### src/rtl/matrix_io_ctrl.sv
// matrix_io_ctrl: loads A/B operands element-wise, runs the 5x5 matrix ALU, drains the result.
module matrix_io_ctrl #(
  parameter int ELEM_W = 8,
  parameter int N_ELEM = 25,
  parameter int TIMEOUT_CYC = 1024
) (
  input  logic                     clk,
  input  logic                     rst_n,
  input  logic                     cmd_valid,
  output logic                     cmd_ready,
  input  logic [1:0]               cmd_op,
  input  logic [ELEM_W-1:0]        cmd_esc,
  input  logic [ELEM_W-1:0]        in_data,
  input  logic                     in_valid,
  output logic                     in_ready,
  output logic [ELEM_W*N_ELEM-1:0] mat_a,
  output logic [ELEM_W*N_ELEM-1:0] mat_b,
  output logic [ELEM_W-1:0]        esc,
  output logic [1:0]               op,
  output logic                     ula_en,
  input  logic                     ula_done,
  input  logic [ELEM_W*N_ELEM-1:0] ula_mat,
  input  logic                     ula_ovf,
  output logic [ELEM_W-1:0]        out_data,
  output logic                     out_valid,
  input  logic                     out_ready,
  output logic                     out_last,
  output logic                     out_ovf,
  output logic                     busy,
  output logic                     err
);
  localparam int MW = ELEM_W * N_ELEM;
  localparam int KW = $clog2(N_ELEM);
  localparam logic [KW-1:0] K_LAST = KW'(N_ELEM - 1);
  typedef enum logic [2:0] {IDLE, LOAD_A, LOAD_B, EXEC, WAIT, DRAIN} state_t;
  state_t state_q;
  logic [KW-1:0] cnt_q;
  logic [MW-1:0] res_q;
  logic k_last;
  assign k_last    = cnt_q == K_LAST;
  assign cmd_ready = state_q == IDLE;
  assign busy      = state_q != IDLE;
  assign in_ready  = state_q == LOAD_A || state_q == LOAD_B;
  assign out_valid = state_q == DRAIN;
  assign out_last  = out_valid && k_last;
  assign out_data  = res_q[cnt_q*ELEM_W +: ELEM_W];
`ifdef EXEC_TIMEOUT_EN
  localparam int TW = $clog2(TIMEOUT_CYC + 1);
  logic [TW-1:0] tmo_q;
`else
  assign err = 1'b0;
`endif
  always_ff @(posedge clk or negedge rst_n) begin
    if (!rst_n) begin
      state_q <= IDLE;
      cnt_q   <= '0;
      mat_a   <= '0;
      mat_b   <= '0;
      res_q   <= '0;
      esc     <= '0;
      op      <= '0;
      ula_en  <= 1'b0;
      out_ovf <= 1'b0;
`ifdef EXEC_TIMEOUT_EN
      tmo_q   <= '0;
      err     <= 1'b0;
`endif
    end else begin
      case (state_q)
        IDLE: if (cmd_valid) begin
          op      <= cmd_op;
          esc     <= cmd_esc;
          mat_b   <= '0;
          cnt_q   <= '0;
          state_q <= LOAD_A;
`ifdef EXEC_TIMEOUT_EN
          tmo_q   <= '0;
`endif
        end
        LOAD_A, LOAD_B: if (in_valid) begin
          if (state_q == LOAD_A) mat_a[cnt_q*ELEM_W +: ELEM_W] <= in_data;
          else mat_b[cnt_q*ELEM_W +: ELEM_W] <= in_data;
          cnt_q <= k_last ? '0 : cnt_q + 1'b1;
          if (k_last) state_q <= (state_q == LOAD_B || op == 2'b10) ? EXEC : LOAD_B;
        end
        EXEC: begin
          ula_en <= 1'b1;
          if (ula_en && ula_done) begin
            ula_en  <= 1'b0;
            state_q <= WAIT;
          end
`ifdef EXEC_TIMEOUT_EN
          else if (tmo_q == TW'(TIMEOUT_CYC - 1)) begin
            ula_en  <= 1'b0;
            err     <= 1'b1;
            state_q <= IDLE;
          end
          tmo_q <= tmo_q + 1'b1;
`endif
        end
        WAIT: begin
          res_q   <= ula_mat;
          out_ovf <= ula_ovf;
          state_q <= DRAIN;
        end
        DRAIN: if (out_ready) begin
          cnt_q <= k_last ? '0 : cnt_q + 1'b1;
          if (k_last) state_q <= IDLE;
        end
        default: state_q <= IDLE;
      endcase
    end
  end
endmodule
### config.mk
export PLATFORM = sky130hd
export DESIGN_NAME = matrix_io_ctrl
export DESIGN_NICKNAME = d
export VERILOG_FILES = /design/src/rtl/matrix_io_ctrl.sv
export SDC_FILE = /design/constraint.sdc
export NUM_CORES = 1
export LEC_CHECK = 0
export CAP_MARGIN = 30
export CORE_MARGIN = 2
export CORE_UTILIZATION = 40
export CTS_BUF_LIST = sky130_fd_sc_hd__clkbuf_2
export CTS_CLUSTER_SIZE = 12
export DETAILED_ROUTE_END_ITERATION = 12
export PLACE_DENSITY = 0.66
export SYNTH_ARGS = -nofsm -noshare
export SYNTH_HDL_FRONTEND = slang
export SYNTH_SLANG_ARGS = --single-unit
export TNS_END_PERCENT = 10
### constraint.sdc
create_clock -name clk -period 4.9 [get_ports clk]
set_clock_uncertainty 0.15 [all_clocks]
set_input_delay 0.735 -clock clk [delete_from_list [all_inputs] [get_ports clk]]
set_output_delay 0.735 -clock clk [all_outputs]
set_load 0.03 [all_outputs]
==> results.ini <==
[setup_path]
cp.depth = 6
crit_family = buffers and inverters
path_max_fanout = 28
critPathSlowestCell = dfrtp_4
cpPeakStageDelay_ns = 0.59
startpoint_type = flip-flop
cp_cell_sequence = buf_16, mux4_2, nor3b_1, a311oi_1, o211ai_1, dlygate4sd2_1
timing.rr.start = cnt_q[0]$_DFFE_PN0P_
critPathKind = flip-flop to primary output
worstPathArrival_ns = 3.69
timing.critical_path.buf_inv = 2
reg2reg_to = mat_b[93]$_DFFE_PN0P_
startpoint = cnt_q[0]$_DFFE_PN0P_
end_kind = primary output
r2r_cells = 11
crit_end = out_data[4]
required_ns = 4.01
r2r_setup_slack_ns = 0.70

[die]
std_cell_rows = 94
initial_utilization = 0.403
io_pins = 651
die_x_um = 261
die_area_um2 = 68300
core_region_area_um2 = 65600
die_y_um = 261

[global_routing]
antenna_found_initial = 6
grt_pass1_wl_um = 142000
grt_max_degree = 109
grt_use_total = 0.280
overflow = 0
grt_pass1_vias = 22400

[detailed_routing]
wl_per_cell_um = 24.5
ant_nets = 0
viasPerCell = 5.41
vias = 21100
first_pass_iters = 5
drt_iter0_drc = 1268
wirelength_um = 96000
drc_errors = 0

[cells_and_area]
syn_to_final_growth_pct = 42.2
fill_cells = 5382
drive_gt1_frac = 0.242
finish.net_count = 3149
final_cell_area_um2 = 37700

[power]
clock_power_share = 0.227
power_frac_seq = 0.409
p_leak_nw = 15.9
ir_drop_v = 0.000311
p_switching_mw = 6.28
comb_power_share = 0.365
powerDensity_nw_per_um2 = 440
intPower_mw = 10.3
p_sw_frac = 0.379

[run]
max-cap-violations = 0

[cts]
root_buffer = clkbuf_2
numCtsBuffers = 165
htreeDepth = 4
cts_sinks = 620
cts_tree = built
clk_latency_ns = 1.27
clk_path_buf_depth = 3
clk_pin_slew_worst_paths_ns = 0.10

[timing]
final-hold-violation-count = 0
tightest_slew_ns = 1.05
fin_crit_sh = 0.933
relSlewSlack = 0.300
setup_tns_ns = 0
setup_violations = 0
slew_viol_final = 0
rsz0062_at_grt = no
clock.fmax_ghz = 0.219
period_needed_ns = 4.57
timing.hold.ws_ns = 0.171

[placed_design]
place_area_um2 = 33900
portBuffers = 649
hpwl_um = 68200
gp_congestion = 0.897

[run_status]
outcome = finished, final reports clean

[synth]
syn_inst = 1969
yosysSeqAreaShare = 0.586
syn_area_per_cell_um2 = 13.4
syn_nets = 2200
synth_edf_count = 0
syn_area_um2 = 26500
yosysWarnings = 0
synth_cell_type_count = 78
ys_seq_elements = 620
async_flop_share = 1.00
synth_ff_type = dfrtp_1

[hold_path]
min_path_type = primary input to flip-flop

-- synthesized netlist by cell type (7+ instances only) --
library cell	n	area share
a21oi_1	10	0.0019
a22o_1	30	0.0099
a22oi_1	9	0.0026
a31oi_2	7	0.0033
a32o_1	51	0.019
and2_1	23	0.0054
and3_1	10	0.0024
buf_2	47	0.0089
buf_4	12	0.0034
buf_6	12	0.0051
clkbuf_1	57	0.0081
dfrtp_1	620	0.59
inv_1	34	0.0048
mux2_2	274	0.12
mux2_4	32	0.018
mux2i_1	25	0.0095
mux4_2	40	0.034
nand2_1	217	0.031
nand2b_1	7	0.0017
nand3_1	34	0.0064
nand4_1	9	0.0021
nor2_1	51	0.0072
nor2_2	10	0.0024
nor2b_1	8	0.0019
nor3_1	10	0.0019
o21ai_0	51	0.0096
o22ai_1	32	0.0076
o2bb2ai_1	89	0.029
o31ai_1	54	0.015
-- worst min path at each step --
stage | from | end | slack, ns | depth (start not counted)
after global routing | in_data[7] | mat_a[127]$_DFFE_PN0P_ | 0.03 | 3
after detailed placement | esc[3]$_DFFE_PN0P_ | esc[3]$_DFFE_PN0P_ | 0.32 | 2
after global placement | mat_a[118]$_DFFE_PN0P_ | mat_a[118]$_DFFE_PN0P_ | 0.31 | 2
final | in_data[7] | mat_a[127]$_DFFE_PN0P_ | 0.17 | 3
after floorplan | rst_n | cnt_q[0]$_DFFE_PN0P_ | 0.29 | 0
after CTS | in_data[7] | mat_b[31]$_DFFE_PN0P_ | 0.003 | 3
-- state kept, by name (all words and copies together) (netlist names) --
register and flops:
cnt_q 5, esc 8, out_ovf 1, state_q 3, op 2, ula_en 1
mat_a 200, mat_b 200, res_q 200
-- kinds of logic (layout without fill, tap and decap cells) --
kind of cell,count (synthesis),count (layout),share of synthesized area
xor+xnor,1,1,0.00104
fa+ha+maj,6,6,0.00284
simple gates,422,422,0.0814
mux,371,371,0.178
compound gates,383,383,0.120
flops,620,620,0.586
other cells,1,8,0.000142
buf+inv,165,1234,0.0307
-- worst reg2reg max path: cells and delay by family, from the launching register on --
kind                       cells  cell delay, ns
AOI/OAI and AO/OA              3            1.03
buffers and inverters          4            0.79
and+or+nand+nor                2            0.79
adders and majority gates      2            0.78
DFF                            1            0.60
-- cells in the final DEF, fill, tap and decap left out, types with 30 or more instances in the layout --
master and count:
dfrtp_1 617, nand2_1 217, a22o_1 30, clkbuf_2 249
nor2_1 48, a32o_1 51, o22ai_1 31, nand3_1 34
clkdlybuf4s50_1 639, inv_1 34, o21ai_0 50, o2bb2ai_1 89
mux2_4 32, o31ai_1 54, buf_4 35, mux2_2 274
mux4_2 40, dlygate4sd3_1 215
-- timing repair --
item                                   CTS  global route
gates cloned                             1             0
gates resized for setup                 13             1
endpoints found under the hold margin  676             0
buffers inserted                         0             1
pin swaps                                1             0
hold buffers                           216             0
setup endpoints to repair                8             3
-- through the flow --
stage	setup slack (ns)	utilization	instances	power (mW)
global placement	0.803	0.515	3392	12.6
CTS	0.0280	0.573	3901	16.7
detailed placement	0.692	0.516	3397	12.7
finish	0.326	0.574	3909	16.6
global route	0.0643	0.574	3909	17.5
floorplan	1.01	-	1969	10.5
-- power groups by stage --
stage	sequential, mW	combinational (mW)	clock (mW)
floorplan	6.91	3.57	0
global placement	6.79	5.76	0
detailed placement	6.85	5.89	0
CTS	6.75	6.05	3.87
global route	6.87	6.42	4.16
finish	6.76	6.04	3.76
-- area by class of cell --
| type | instances | area, um^2 | area share |
|---|---|---|---|
| Antenna cell | 7 | 17.5 | 0.000465 |
| Clock buffer | 249 | 1250 | 0.0331 |
| Clock inverter | 38 | 290 | 0.00771 |
| Inverter | 34 | 128 | 0.00339 |
| Multi-Input combinational cell | 1184 | 10200 | 0.271 |
| Sequential cell | 620 | 15500 | 0.412 |
| Tap cell | 864 | 1080 | 0.0287 |
| Timing Repair Buffer | 913 | 9190 | 0.244 |
-- layer usage --
metal,track usage,part of all wire
met4,0.140,0.045
met2,0.483,0.51
met5,0,0
met3,0.0761,0.072
met1,0.319,0.37
Note: power is estimated with default switching activity, not from simulation.
